[src/rtl/skin_pkg.sv]
// skin_pkg: shared widths, mask constant and FSM encoding for the skin bbox tracker
package skin_pkg;
  localparam int X_W = 11;
  localparam int Y_W = 10;
  localparam int CNT_W = 21;
  localparam int unsigned MIN_COUNT = 64;
  localparam logic [7:0] SKIN_ON = 8'd255;
  typedef enum logic [1:0] {
    WAIT_FRAME = 2'd0,
    ACTIVE     = 2'd1,
    REPORT     = 2'd2
  } state_t;
endpackage

[src/rtl/sync_edge_detect.sv]
// sync_edge_detect: ce-qualified de falling-edge and vsync rising-edge pulses
module sync_edge_detect (
  input  logic clk,
  input  logic rst_n,
  input  logic ce,
  input  logic de,
  input  logic vsync,
  output logic de_fall,
  output logic vsync_rise
);
  logic de_q;
  logic vsync_q;
  // history only advances on enabled cycles so edges line up with sampled pixels
  always_ff @(posedge clk) begin
    if (!rst_n) begin
      de_q <= 1'b0;
      vsync_q <= 1'b0;
    end else if (ce) begin
      de_q <= de;
      vsync_q <= vsync;
    end
  end
  assign de_fall = ce & ~de & de_q;
  assign vsync_rise = ce & vsync & ~vsync_q;
endmodule

[src/rtl/skin_bbox_tracker.sv]
// skin_bbox_tracker: per-frame skin pixel count and bounding box from a binary mask stream
module skin_bbox_tracker #(
  parameter int X_W = skin_pkg::X_W,
  parameter int Y_W = skin_pkg::Y_W,
  parameter int CNT_W = skin_pkg::CNT_W,
  parameter int unsigned MIN_COUNT = skin_pkg::MIN_COUNT
) (
  input  logic             clk,
  input  logic             rst_n,
  input  logic             ce,
  input  logic             de_in,
  input  logic             hsync_in,
  input  logic             vsync_in,
  input  logic [7:0]       skin_in,
  output logic [X_W-1:0]   x_min,
  output logic [X_W-1:0]   x_max,
  output logic [Y_W-1:0]   y_min,
  output logic [Y_W-1:0]   y_max,
  output logic [CNT_W-1:0] pix_count,
  output logic             bbox_valid,
  output logic             frame_done
);
  import skin_pkg::*;
  logic de_fall;
  logic vsync_rise;
  logic [X_W-1:0] x;
  logic [Y_W-1:0] y;
  logic [X_W-1:0] ax_min;
  logic [X_W-1:0] ax_max;
  logic [Y_W-1:0] ay_min;
  logic [Y_W-1:0] ay_max;
  logic [CNT_W-1:0] acnt;
  state_t state;
  logic skin;
  logic unused;
  assign unused = ^{hsync_in, skin_in[6:0]};
  sync_edge_detect u_edge (
    .clk(clk),
    .rst_n(rst_n),
    .ce(ce),
    .de(de_in),
    .vsync(vsync_in),
    .de_fall(de_fall),
    .vsync_rise(vsync_rise)
  );
  assign skin = ce & de_in & skin_in[7] & (state == ACTIVE);
  // pixel coordinates: x walks the active line, y counts completed lines
  always_ff @(posedge clk) begin
    if (!rst_n) begin
      x <= '0;
      y <= '0;
    end else if (ce) begin
      x <= (de_fall | vsync_rise) ? '0 : (de_in && x != '1) ? x + 1'b1 : x;
      y <= vsync_rise ? '0 : (de_fall && y != '1) ? y + 1'b1 : y;
    end
  end
  // frame FSM, accumulators and published outputs; REPORT completes even with ce low
  always_ff @(posedge clk) begin
    if (!rst_n) begin
      state <= WAIT_FRAME;
      acnt <= '0;
      ax_min <= '1;
      ax_max <= '0;
      ay_min <= '1;
      ay_max <= '0;
      x_min <= '0;
      x_max <= '0;
      y_min <= '0;
      y_max <= '0;
      pix_count <= '0;
      bbox_valid <= 1'b0;
      frame_done <= 1'b0;
    end else if (state == REPORT) begin
      x_min <= (acnt == '0) ? '0 : ax_min;
      x_max <= (acnt == '0) ? '0 : ax_max;
      y_min <= (acnt == '0) ? '0 : ay_min;
      y_max <= (acnt == '0) ? '0 : ay_max;
      pix_count <= acnt;
      bbox_valid <= 32'(acnt) >= MIN_COUNT;
      frame_done <= 1'b1;
      acnt <= '0;
      ax_min <= '1;
      ax_max <= '0;
      ay_min <= '1;
      ay_max <= '0;
      state <= ACTIVE;
    end else begin
      frame_done <= 1'b0;
      if (skin) begin
        acnt <= (acnt != '1) ? acnt + 1'b1 : acnt;
        ax_min <= (x < ax_min) ? x : ax_min;
        ax_max <= (x > ax_max) ? x : ax_max;
        ay_min <= (y < ay_min) ? y : ay_min;
        ay_max <= (y > ay_max) ? y : ay_max;
      end
      if (vsync_rise) state <= (state == WAIT_FRAME) ? ACTIVE : REPORT;
    end
  end
endmodule

[config.mk]
export PLATFORM = sky130hd
export DESIGN_NAME = skin_bbox_tracker
export DESIGN_NICKNAME = d
export VERILOG_FILES = /design/src/rtl/skin_pkg.sv /design/src/rtl/sync_edge_detect.sv /design/src/rtl/skin_bbox_tracker.sv
export SDC_FILE = /design/constraint.sdc
export NUM_CORES = 1
export LEC_CHECK = 0
export BUFFER_PORTS_ARGS = -buffer_cell sky130_fd_sc_hd__buf_2
export CAP_MARGIN = 40
export CORE_MARGIN = 10
export CORE_UTILIZATION = 50
export DETAILED_ROUTE_END_ITERATION = 10
export GPL_ROUTABILITY_DRIVEN = 0
export PLACE_DENSITY_LB_ADDON = 0.1
export SLEW_MARGIN = 20
export SYNTH_ARGS = -nofsm -noshare
export SYNTH_HDL_FRONTEND = slang
export SYNTH_SLANG_ARGS = --single-unit
[constraint.sdc]
create_clock -name clk -period 2.5 [get_ports clk]
set_input_delay 0.5 -clock clk [delete_from_list [all_inputs] [get_ports clk]]
set_output_delay 0.5 -clock clk [all_outputs]
set_load 0.02 [all_outputs]
==> summary.md, run 1 <==
| Metric | Value |
|---|---|
| Yosys Warn Count | `0` |
| Layout Area Growth over Synthesis | `19.12%` |
| Clock Sinks | `153` |
| Post-synthesis mux area share | `0.03506` |
| Top cells by area, synth | `dfxtp_1, a22o_1, ha_1, mux2i_1, nor2_1` |
| Post-Synth Simple-Gate Area | `0.1618` |
| Part of the cycle the worst path needs | `0.8761` |
| IO Pins | `79` |
| Fin Clk Skew | `0.009909 ns` |
| Root buffer cell | `clkbuf_16` |
| HPWL after detailed placement | `12140 um` |
| Max frequency | `0.4566 GHz` |
| Drt drc | `0` |
| WL met3 | `954 um` |
| DP Cell Count | `974` |
| Yosys top cell area share | `0.4470` |
| Share of cells above drive strength 1 | `0.1689` |
| Syn Inst Count | `737` |
| Final Util | `0.6115` |
| Post-cts repair resize count | `0` |
| Worst path max stage delay | `0.51 ns` |
| LEAKAGE | `3.524 nW` |
| Starting density of the core | `0.5134` |
| Post-synth top flop | `dfxtp_1` |
| Max cap viols | `0` |
| Synth Area in Adders | `0.08034` |
| Die width | `137.1 um` |
| Synth Area in XOR/XNOR | `0.02684` |
| Slowest-stage cell, CP | `dfxtp_1` |
| DR WL/cell | `16.66 um` |
| CTS tree | `yes` |
| Worst slew margin | `0.5704` |
| Core area | `13350 sq um` |
| Asr flop ratio synth | `0` |
| Post-synthesis area per instance | `9.298 sq um` |
| Gr usage total | `0.1826` |
| Synth area leader | `dfxtp_1` |
| Remaining Overflow, GRT | `0` |
| Syn_nets | `795` |
| Largest net degree at the start of global routing | `50` |
| Initial antenna violation count | `0` |
| Actual slew at the worst max-slew pin | `0.6360 ns` |
| Startpoint Class | `register` |
| Number of synthesized flops with an enable pin | `0` |
| CTS Buf Count | `17` |
| Vias in the first global route | `5453` |
| PortBufs | `70` |
| Final WL | `16740 um` |
| Die height | `137.1 um` |
| Routed length on met2 | `7744 um` |
| Worst-Skew Late Latency | `0.43 ns` |
| CTS Hold Bufs | `0` |
| Commonest cells after routing, fill and taps aside | `dfxtp_1, buf_2, a22o_1` |
| Largest family of logic cells by synthesized area | `compound AO/OA/AOI/OAI gates` |
| Final setup margin | `0.3098 ns` |
| Met1 Wirelength | `7832 um` |
| Post-synthesis compound-gate area fraction | `0.1965` |
| Maximum VDD drop | `0.4501 mV` |
| Worst-path cell chain | `ha_1 > a21oi_1 > nor2_1 > a2111oi_1 > o21a_1 > o211ai_1` |
| H-Tree Depth | `4` |
| Antenna Nets Post-Route | `0` |
| Cell Rows | `42` |
| Status | `finished, final reports clean` |
| Clock-pin slew on the worst setup and hold paths | `0.06 ns` |
| Iteration-0 DRC Markers | `437` |
| DR top layer | `met4` |
| Post-synthesis sequential area ratio | `0.4470` |
| Vias | `5831` |
| Fin. max-slew vios | `0` |
| Final setup viols | `0` |
| Crit path time final | `2.190 ns` |
| CP Capture Type | `register` |
| Pwr Density | `664.0 nW/um^2` |
| CP max FO | `11` |
| Final instance area | `8163 sq um` |
| Final hold violations | `0` |
| First-pass GRT wire length | `27810 um` |
| FF+latch count, synth | `153` |
| Yosys cell types | `52` |
| Netlist Area Pre-Place | `6853 sq um` |
| Commonest non-fill, non-tap cell in the layout | `dfxtp_1` |
| Dpl ws | `0.2203 ns` |
| Final nets | `875` |
| Data required, critical path | `2.80 ns` |
| Post-CTS Setup Inserts | `0` |
| Antenna Cells | `0` |
| Via-to-Cell Ratio | `5.802` |
| Cell Count, Final, Fillers Out | `1005` |
| Die area | `18790 sq um` |
| Crit Path Class | `register to register` |
| RSZ-0062 raised after global routing | `no` |
| WP data arrival | `2.49 ns` |
| Pre-Repair DR Iteration Count | `5` |
| Fillers | `1163` |
| Worst Hold Class | `primary input to register` |
| DP Area | `7521 sq um` |
| Clock buffer depth | `2` |
| Setup TNS | `0 ns` |
==> path summary, 6_finish.rpt <==
| kind | startpoint | endpoint | slack [ns] | cells past startpoint |
|---|---|---|---|---|
| max | x[8] | ax_min[8] | 0.31 | 6 |
| min | vsync_in | u_edge.vsync_q | 0.34 | 3 |
| max reg2reg | x[8] | ax_min[8] | 0.31 | 6 |
| min reg2reg | x_max[4] | x_max[4] | 0.47 | 1 |
==> flip-flops by register name, indices dropped and copies added, names as in the netlist, 2 cells and up <==
| register | count |
|---|---|
| acnt | 21 |
| ax_max | 11 |
| ax_min | 11 |
| ay_max | 10 |
| ay_min | 10 |
| pix_count | 21 |
| state | 2 |
| x | 11 |
| x_max | 11 |
| x_min | 11 |
| y | 10 |
| y_max | 10 |
| y_min | 10 |
==> report_power, final <==
group          total (mW)  internal, mW  switching [mW]
registers            2.47          2.45          0.0151
clock network        2.79          1.79            1.00
logic               0.162        0.0517           0.111
==> worst max-delay path: cells and delay by family, from the launching register on <==
kind	cells	cell delay, ns
fa+ha+maj	1	0.31
compound gates	4	1.18
simple gates	1	0.06
flops	1	0.51
==> layout make-up <==
class                           instances  area (sq um)  share of cell area
Clock inverter                         12         198.9             0.02437
Clock buffer                           19         442.9             0.05426
Multi-Input combinational cell        493          3438              0.4212
Timing Repair Buffer                  101         608.1             0.07449
Sequential cell                       153          3063              0.3752
Inverter                               51         191.4             0.02345
Tap cell                              176         220.2             0.02698
==> logic make-up after synthesis <==
logic type	after synthesis
and+or+nand+nor	219
AOI/OAI and AO/OA	185
DFF	153
buffers and inverters	91
adders and majority gates	44
muxes	24
xor gates and xnor gates	21
==> cell usage after synthesis (2+ instances only) <==
cell / instances
a22o_1: 64
a211o_1: 3
a21o_1: 3
nand4_1: 19
and3_1: 7
buf_2: 5
o211ai_1: 25
a41oi_1: 3
o21ai_0: 26
buf_4: 3
nor2_1: 59
clkbuf_1: 30
and4_1: 8
nor4b_1: 2
a31oi_1: 3
nand3b_1: 2
nand2_1: 45
inv_1: 51
and2_1: 7
a2111oi_1: 2
dfxtp_1: 153
xnor2_1: 14
a21oi_1: 34
a211oi_1: 8
nor3_1: 11
nand2b_1: 7
xor2_1: 7
ha_1: 44
mux2i_1: 24
nand3_1: 26
nor2b_1: 3
or3_1: 8
nor4_1: 9
a31o_2: 2
o21a_1: 3
==> per-layer routing <==
| metal | vias up | global-route usage |
|---|---|---|
| li1 | 2848 | - |
| met1 | 2809 | 0.2407 |
| met2 | 146 | 0.2901 |
| met3 | 28 | 0.03812 |
| met4 | 0 | 0.06323 |
| met5 | - | 0 |
==> stage by stage <==
step                total power, mW  hold slack [ns]
floorplan                     2.628           0.4424
global placement              2.676           0.4525
detailed placement            2.683           0.4579
CTS                           5.448           0.3414
global route                  5.574           0.3952
finish                        5.420           0.3389
No activity file was read; power rests on OpenSTA's default activity.
==> run 2, diff against run 1 <==
- BUFFER_PORTS_ARGS: -buffer_cell sky130_fd_sc_hd__buf_2 -> default
- DONT_BUFFER_PORTS: default -> 1
==> run 2 against run 1 <==
Final cell count is 7.2% lower; clock power decreased by 4%; die area did not move; highest routed layer unchanged; first-iteration DRC count down 20%; critical endpoint unchanged; non-clock buffer count decreased by 73.
==> summary.md, run 2 (same netlist as run 1, synthesis figures left out) <==
| Metric | Value |
|---|---|
| Status | `finished, final reports clean` |
| Fin. max-slew vios | `0` |
| Starting density of the core | `0.5134` |
| Clock-pin slew on the worst setup and hold paths | `0.06 ns` |
| Commonest non-fill, non-tap cell in the layout | `dfxtp_1` |
| Clock Sinks | `153` |
| Initial antenna violation count | `0` |
| Die area | `18790 sq um` |
| Cell Rows | `42` |
| Vias | `5549` |
| Vias in the first global route | `5355` |
| Final nets | `802` |
| Setup TNS | `0 ns` |
| Layout Area Growth over Synthesis | `13.15%` |
| WP data arrival | `2.53 ns` |
| Pwr Density | `680.7 nW/um^2` |
| Die width | `137.1 um` |
| Clock buffer depth | `2` |
| Dpl ws | `0.1653 ns` |
| Remaining Overflow, GRT | `0` |
| PortBufs | `0` |
| Share of cells above drive strength 1 | `0.09115` |
| Iteration-0 DRC Markers | `351` |
| Root buffer cell | `clkbuf_16` |
| Drt drc | `0` |
| Max frequency | `0.4423 GHz` |
| Post-cts repair resize count | `0` |
| Worst-Skew Late Latency | `0.44 ns` |
| LEAKAGE | `3.115 nW` |
| Final WL | `16600 um` |
| Commonest cells after routing, fill and taps aside | `dfxtp_1, a22o_1, nor2_1` |
| Startpoint Class | `register` |
| Antenna Cells | `0` |
| Core area | `13350 sq um` |
| CTS tree | `yes` |
| R2R Setup Slk | `0.24 ns` |
| Worst Hold Class | `primary input to register` |
| Final hold violations | `0` |
| Worst path max stage delay | `0.48 ns` |
| Actual slew at the worst max-slew pin | `0.6525 ns` |
| RSZ-0062 raised after global routing | `no` |
| Crit Path Class | `register to register` |
| CTS Hold Bufs | `0` |
| Biggest regs | `acnt (21), pix_count (21)` |
| First-pass GRT wire length | `27140 um` |
| Gr usage total | `0.1808` |
| Fin Clk Skew | `0.01021 ns` |
| Part of the cycle the worst path needs | `0.9044` |
| H-Tree Depth | `4` |
| Via-to-Cell Ratio | `5.947` |
| Final setup margin | `0.2389 ns` |
| CP max FO | `11` |
| Largest net degree at the start of global routing | `56` |
| Maximum VDD drop | `0.4819 mV` |
| Pre-Repair DR Iteration Count | `5` |
| Die height | `137.1 um` |
| CP Capture Type | `register` |
| HPWL after detailed placement | `11970 um` |
| Worst-path cell chain | `and4b_1 > nand2_4 > a2111oi_1 > o21a_1 > o211ai_1` |
| CTS Buf Count | `17` |
| IO Pins | `79` |
| DR WL/cell | `17.79 um` |
| Crit path time final | `2.261 ns` |
| Final setup viols | `0` |
| Max cap viols | `0` |
| Worst slew margin | `0.5593` |
| Antenna Nets Post-Route | `0` |
| Post-CTS Setup Inserts | `0` |
| Data required, critical path | `2.77 ns` |
| Slowest-stage cell, CP | `and4b_1` |
run 2: cell count changes in the layout (fill, tap and decap cells not counted), sizes merged:
cell / change
clkinv: +2
clkinvlp: -2
buf: -73
inv: +5
bufinv: -2
clkbuf: -2
run 2: where the power goes:
part,internal [mW],total [mW],switching [mW]
combinational,0.0442,0.144,0.0997
clock,1.59,2.67,1.08
sequential,2.45,2.47,0.0154
run 2: cell type report:
class	count	area (sq um)
clock inverter	15	192.7
tap	176	220.2
timing repair buffer	28	222.7
fill	1204	5594
sequential	153	3063
clock buffer	17	425.4
multi-input combinational	493	3438
inverter	51	191.4
run 2: path summary, 6_finish.rpt:
path	from	end	depth (start not counted)
setup / recovery	state[0]	ax_min[8]	5
hold / removal	vsync_in	u_edge.vsync_q	2
setup reg to reg	state[0]	ax_min[8]	5
hold reg to reg	ax_min[7]	x_min[7]	1
run 2: worst max-delay path, delay by kind of cell (launching register included):
| family | cells | cell delay, ns |
|---|---|---|
| DFF | 1 | 0.38 |
| AOI/OAI and AO/OA | 3 | 1.03 |
| and+or+nand+nor | 2 | 0.67 |
run 2: through the flow:
step                hold slack, ns  utilization  power, mW  std cells  cell area, sq um
finish                      0.2205       0.5809      5.278        933              7754
detailed placement          0.4550       0.5346      2.666        901              7136
floorplan                   0.4424            -      2.628        737              6853
global route                0.2345       0.5809      5.442        933              7754
CTS                         0.2102       0.5809      5.318        933              7754
global placement            0.4563       0.5346      2.661        901              7136
run 2: layer usage:
metal,track usage,vias up,part of all wire,routed length [um]
met5,0,-,0,0
met4,0.07787,0,0.015,256
met3,0.04692,29,0.062,1025
met2,0.2850,133,0.46,7704
met1,0.2286,2679,0.46,7610
li1,-,2708,-,-
